`src/rtl/cdb_arbiter_if.sv`:
```
// Result-bus bundle between the functional units and the CDB arbiter.
// master = FU side, slave = arbiter side.
`ifndef XLEN
`define XLEN 32
`endif

interface cdb_arbiter_if #(
  parameter int NUM_FU = 4,
  parameter int CDB_W  = 2,
  parameter int TAG_W  = 5
);
  logic [NUM_FU-1:0]         fu_result_valid;
  logic [NUM_FU*TAG_W-1:0]   fu_tag;
  logic [NUM_FU*`XLEN-1:0]   fu_value;
  logic [NUM_FU-1:0]         fu_take_branch;
  logic [NUM_FU-1:0]         fu_selected;
  logic [CDB_W-1:0]          cdb_valid;
  logic [CDB_W*TAG_W-1:0]    cdb_tag;
  logic [CDB_W*`XLEN-1:0]    cdb_value;
  logic [CDB_W-1:0]          cdb_take_branch;

  modport master (
    output fu_result_valid, fu_tag, fu_value, fu_take_branch,
    input  fu_selected, cdb_valid, cdb_tag, cdb_value,
    input  cdb_take_branch
  );

  modport slave (
    input  fu_result_valid, fu_tag, fu_value, fu_take_branch,
    output fu_selected, cdb_valid, cdb_tag, cdb_value,
    output cdb_take_branch
  );
endinterface

```
`src/rtl/cdb_arbiter.sv`:
```
// Common data bus arbiter: grants up to CDB_W FU results per cycle.
// Define CDB_ROUND_ROBIN_EN for a rotating priority pointer.
`ifndef XLEN
`define XLEN 32
`endif

module cdb_arbiter #(
  parameter int NUM_FU = 4,
  parameter int CDB_W  = 2,
  parameter int TAG_W  = 5
) (
  input  logic         clock,
  input  logic         reset,
  input  logic         squash,
  cdb_arbiter_if.slave bus
);
  localparam int XW    = `XLEN;
  localparam int PTR_W = (NUM_FU > 1) ? $clog2(NUM_FU) : 1;

  logic [PTR_W-1:0]       ptr_q, ptr_d;
  logic [CDB_W-1:0]       valid_q, valid_d;
  logic [CDB_W*TAG_W-1:0] tag_q, tag_d;
  logic [CDB_W*XW-1:0]    val_q, val_d;
  logic [CDB_W-1:0]       tb_q, tb_d;
  logic [NUM_FU-1:0]      sel_d;

  // Pass 0 scans ptr..NUM_FU-1, pass 1 wraps over 0..ptr-1.
  always_comb begin
    int cnt;
    cnt     = 0;
    sel_d   = '0;
    valid_d = '0;
    tag_d   = '0;
    val_d   = '0;
    tb_d    = '0;
    ptr_d   = ptr_q;
    if (!reset && !squash) begin
      for (int p = 0; p < 2; p++) begin
        for (int i = 0; i < NUM_FU; i++) begin
          if (((p == 0) == (i >= int'(ptr_q))) &&
              bus.fu_result_valid[i] && (cnt < CDB_W)) begin
            sel_d[i] = 1'b1;
            for (int k = 0; k < CDB_W; k++) begin
              if (k == cnt) begin
                valid_d[k]              = 1'b1;
                tag_d[k*TAG_W +: TAG_W] = bus.fu_tag[i*TAG_W +: TAG_W];
                val_d[k*XW +: XW]       = bus.fu_value[i*XW +: XW];
                tb_d[k]                 = bus.fu_take_branch[i];
              end
            end
            cnt = cnt + 1;
`ifdef CDB_ROUND_ROBIN_EN
            ptr_d = (i == NUM_FU - 1) ? '0 : PTR_W'(i + 1);
`endif
          end
        end
      end
    end
`ifndef CDB_ROUND_ROBIN_EN
    ptr_d = '0;
`endif
  end

  always_ff @(posedge clock) begin
    if (reset) begin
      ptr_q   <= '0;
      valid_q <= '0;
      tag_q   <= '0;
      val_q   <= '0;
      tb_q    <= '0;
    end else if (squash) begin
      valid_q <= '0;
      tag_q   <= '0;
      val_q   <= '0;
      tb_q    <= '0;
    end else begin
      ptr_q   <= ptr_d;
      valid_q <= valid_d;
      tag_q   <= tag_d;
      val_q   <= val_d;
      tb_q    <= tb_d;
    end
  end

  assign bus.fu_selected     = sel_d;
  assign bus.cdb_valid       = valid_q;
  assign bus.cdb_tag         = tag_q;
  assign bus.cdb_value       = val_q;
  assign bus.cdb_take_branch = tb_q;
endmodule

```
`src/flat_wrapper.sv`:
```
// flat-port wrapper written by rule: the top's interface ports become plain ports
module cdb_arbiter_flat 
#(
  parameter int NUM_FU = 4,
  parameter int CDB_W  = 2,
  parameter int TAG_W  = 5
)
  (clock, reset, squash, bus_fu_result_valid, bus_fu_tag, bus_fu_value, bus_fu_take_branch, bus_fu_selected, bus_cdb_valid, bus_cdb_tag, bus_cdb_value, bus_cdb_take_branch);
  cdb_arbiter_if #(.NUM_FU(NUM_FU), .CDB_W(CDB_W), .TAG_W(TAG_W)) bus_i ();
  input  logic clock;
  input  logic reset;
  input  logic squash;
  input wire logic [$bits(bus_i.fu_result_valid)-1:0] bus_fu_result_valid;
  input wire logic [$bits(bus_i.fu_tag)-1:0] bus_fu_tag;
  input wire logic [$bits(bus_i.fu_value)-1:0] bus_fu_value;
  input wire logic [$bits(bus_i.fu_take_branch)-1:0] bus_fu_take_branch;
  output wire logic [$bits(bus_i.fu_selected)-1:0] bus_fu_selected;
  output wire logic [$bits(bus_i.cdb_valid)-1:0] bus_cdb_valid;
  output wire logic [$bits(bus_i.cdb_tag)-1:0] bus_cdb_tag;
  output wire logic [$bits(bus_i.cdb_value)-1:0] bus_cdb_value;
  output wire logic [$bits(bus_i.cdb_take_branch)-1:0] bus_cdb_take_branch;
  assign bus_i.fu_result_valid = bus_fu_result_valid;
  assign bus_i.fu_tag = bus_fu_tag;
  assign bus_i.fu_value = bus_fu_value;
  assign bus_i.fu_take_branch = bus_fu_take_branch;
  assign bus_fu_selected = bus_i.fu_selected;
  assign bus_cdb_valid = bus_i.cdb_valid;
  assign bus_cdb_tag = bus_i.cdb_tag;
  assign bus_cdb_value = bus_i.cdb_value;
  assign bus_cdb_take_branch = bus_i.cdb_take_branch;
  cdb_arbiter #(.NUM_FU(NUM_FU), .CDB_W(CDB_W), .TAG_W(TAG_W)) u_core (.clock(clock), .reset(reset), .squash(squash), .bus(bus_i));
endmodule
```
`config.mk`:
```
export PLATFORM = sky130hd
export DESIGN_NAME = cdb_arbiter_flat
export DESIGN_NICKNAME = d
export VERILOG_FILES = /design/src/rtl/cdb_arbiter_if.sv /design/src/rtl/cdb_arbiter.sv /design/src/flat_wrapper.sv
export SDC_FILE = /design/constraint.sdc
export NUM_CORES = 1
export LEC_CHECK = 0
export CELL_PAD_IN_SITES_DETAIL_PLACEMENT = 1
export CELL_PAD_IN_SITES_GLOBAL_PLACEMENT = 2
export CORE_ASPECT_RATIO = 0.75
export CORE_MARGIN = 2
export CORE_UTILIZATION = 23
export CTS_CLUSTER_DIAMETER = 50
export CTS_CLUSTER_SIZE = 12
export DETAILED_ROUTE_END_ITERATION = 10
export GPL_ROUTABILITY_DRIVEN = 0
export HOLD_SLACK_MARGIN = 0.05
export PLACE_DENSITY = 0.93
export SETUP_SLACK_MARGIN = 0.2
export SYNTH_ARGS = -nofsm -noshare
export SYNTH_HDL_FRONTEND = slang
export SYNTH_SLANG_ARGS = --single-unit
```
`constraint.sdc`:
```
create_clock -name clock -period 4.5 [get_ports clock]
set_input_delay 0.9 -clock clock [delete_from_list [all_inputs] [get_ports clock]]
set_output_delay 0.9 -clock clock [all_outputs]
set_load 0.05 [all_outputs]
```
==> summary.md <==
| Metric | Value |
|---|---|
| Sequential-to-total area share from yosys stat | between 30% and 40% |
| #FFs+latches synth | a little under 80 |
| Initial antenna violation count | 0 |
| CP cell instances | clkdlybuf4s50_1 > or2_2 > nor2_1 > clkdlybuf4s50_1 |
| Antenna Violating Nets Remaining | 0 |
| Syn Nets | slightly below 700 |
| PortBufs | 240 |
| Setup bufs post-CTS | 0 |
| # hold bufs at CTS | 0 |
| Buffers and inverters on the worst path | 2 |
| Pin count of the biggest net entering global routing | 78 |
| Post-Syn Instances | 511 |
| Htree depth | 3 |
| Die width | between 150 and 200 um |
| Power Dens Cells | around 280 mW/mm^2 |
| Reg clk slew, reported paths | 0.06 ns |
| Register area | about 0.0016 sq mm |
| Fillers | approximately 2100 |
| Rows | 43 |
| Min-delay worst type | input port to register |
| Arrival time of the worst setup path | between 2 and 3 ns |
| Tightest Pin Transition | 0.821 ns |
| Core area | 0.0187 sq mm |
| Critical path class | input port to output port |
| Pins Over Slew Limit | 0 |
| Largest area contributor in the netlist | dfxtp_1 |
| Global-route wire length before repair | 27.4 mm |
| Routed vias | between 4000 and 5000 |
| Gr ovfl total | 0 |
| Synthesis-to-finish area growth | 65.2% |
| Num CTS Buffers | 9 |
| Top-Level Pins | about 240 |
| DR vias/cell | a little under 5 |
| Footprint of the multi-input gates | roughly 0.0025 sq mm |
| Avg Cell Area, Syn | between 8 and 9 sq um |
| CP max stage delay | slightly above 0.8 ns |
| CTS resizes | 0 |
| Startpoint Class | input port |
| Worst-case clock buffer depth | 2 |
| Endpoints failing hold | 0 |
| Max cap viols | 0 |
| Post-route clock period utilization | between 70% and 80% |
| Post-route minimum period | 3.60 ns |
| Routed len/inst | around 19 um |
| Root buf cell | clkbuf_16 |
| Setup_tns | 0 ns |
| First-iteration detailed-routing DRC count | ~180 |
| RSZ-0062 raised after global routing | no |
| Synth top area share | around a third |
| Status | completed |
| Top cells by area, synth | dfxtp_1 35%, mux2i_1 17%, a221o_1 8.6% |
| Crit path max fanout | 6 |
| Max-Slew Margin vs Limit | 45.3% |
| Synth Cell Area | around 0.0044 sq mm |
| Worst hold slack | 1.15 ns |
| ANT cells | 0 |
| Synth unique cells | 27 |
| VDD IR-drop max | around 0.13 mV |
| Worst setup EP type | output port |
| Delay-heaviest family, CP | buffers and inverters |
| Nets | 881 |
| Routed WL | around 18 mm |
| TritonRoute pass-1 iters | 4 |
| CTS tree | built |
| Finish-stage setup viols | 0 |
| Static leakage | 0.00298 uW |
| Initial Utilization | between 20% and 30% |
| Die Area | ~0.020 sq mm |
| Die H | ~120 um |
| Gr usage total | ~18% |
| Sink Count | between 70 and 80 |
| Vias in the first global route | just under 5000 |
| Fmax | 278 MHz |
| Post-DP HPWL | between 10 and 15 mm |
| YS warnings | 0 |
| DRC | 0 |
| CP required | 3.60 ns |
| Share of post-route cells with drive strength above 1 | 5.12% |
| CP dominant cell by count | clkdlybuf4s50_1 |
| Critical-path top delay cell | clkdlybuf4s50_1 |
-- flip-flops by register name (all words and copies together), names as in the netlist --
name,flops
u_core.bus.cdb_valid,2
u_core.bus.cdb_take_branch,2
u_core.bus.cdb_value,64
u_core.bus.cdb_tag,10
-- power breakdown --
part	internal (uW)	total [uW]	switching, uW
registers	727	738	11.1
logic	278	611	333
clock network	374	683	309
total	1380	2030	653
-- cells in the mapped netlist --
library cell and number:
mux2i_1 76, clkbuf_1 33, a31o_1 1, o21ai_0 40
and4_1 38, nand3b_1 2, buf_6 2, nor2b_1 2
o211ai_1 37, buf_2 17, and3_1 1, o21ai_1 2
dfxtp_1 78, nand2_1 41, or2_2 1, buf_4 3
a221o_1 38, a31o_2 1, ha_1 4, a21oi_1 2
inv_1 40, and3b_1 2, nor3b_1 2, nand2b_1 1
a31oi_1 3, buf_1 1, nor2_1 43
-- per-layer routing --
| layer | vias to the layer above | share of wire [%] | track usage, % |
|---|---|---|---|
| li1 | 2272 | - | - |
| met1 | 2220 | 44 | 21.7 |
| met4 | 0 | 1.3 | 4.66 |
| met5 | - | 0 | 0 |
| met2 | 208 | 45 | 29.9 |
| met3 | 19 | 9.6 | 5.99 |
-- layout make-up --
class | count | area share (%)
well taps | 247 | 4.23
clock inverters | 5 | 0.497
clock buffers | 11 | 3.19
inverters | 40 | 2.06
multi-input cells | 337 | 34.0
repair buffers | 252 | 34.6
flip-flops and latches | 78 | 21.4
-- metrics by stage --
stage | cell area (sq um) | utilization (%) | instances | setup WS, ns | power, uW
2_1_floorplan | 4420 | - | 511 | 1.10 | 1080
3_5_place_dp | 7030 | 37.7 | 954 | 0.732 | 1370
6_report | 7300 | 39.1 | 970 | 0.902 | 2030
3_3_place_gp | 7030 | 37.7 | 954 | 0.875 | 1360
5_1_grt | 7300 | 39.1 | 970 | 0.858 | 2120
4_1_cts | 7300 | 39.1 | 970 | 0.899 | 2060
-- cells by family after synthesis --
family | Yosys count | share of synthesized area [%]
flops | 78 | 35.3
compound gates | 124 | 20.7
buf+inv | 96 | 9.22
simple gates | 133 | 16.4
fa+ha+maj | 4 | 1.13
mux | 76 | 17.2
-- path summary, 6_finish.rpt --
path  slack, ns  cells past startpoint                                to           start
max        0.90                      4                bus_fu_selected[0]          squash
min        1.15                      3  u_core.bus.cdb_tag[2]$_SDFF_PP0_  bus_fu_tag[17]
-- cell usage in the layout, fill, tap and decap left out, drive strengths merged --
cell type and count:
and4 38, and3 1, nand2 41, a31oi 3, clkinvlp 3, nor3b 2
a221o 38, nor2 43, buf 16, inv 40, mux2i 76, dfxtp 78
and3b 2, nand2b 1, o211ai 37, clkdlybuf4s50 236, or2 1, o21ai 42
clkinv 2, ha 4, nand3b 2, clkbuf 11, a31o 2, a21oi 2
nor2b 2
-- worst min-delay path: stages --
cell	delay, ns
clkdlybuf4s50_1	0.40
nand2_1	0.08
mux2i_1	0.06
No activity file was read; power rests on OpenSTA's default activity.
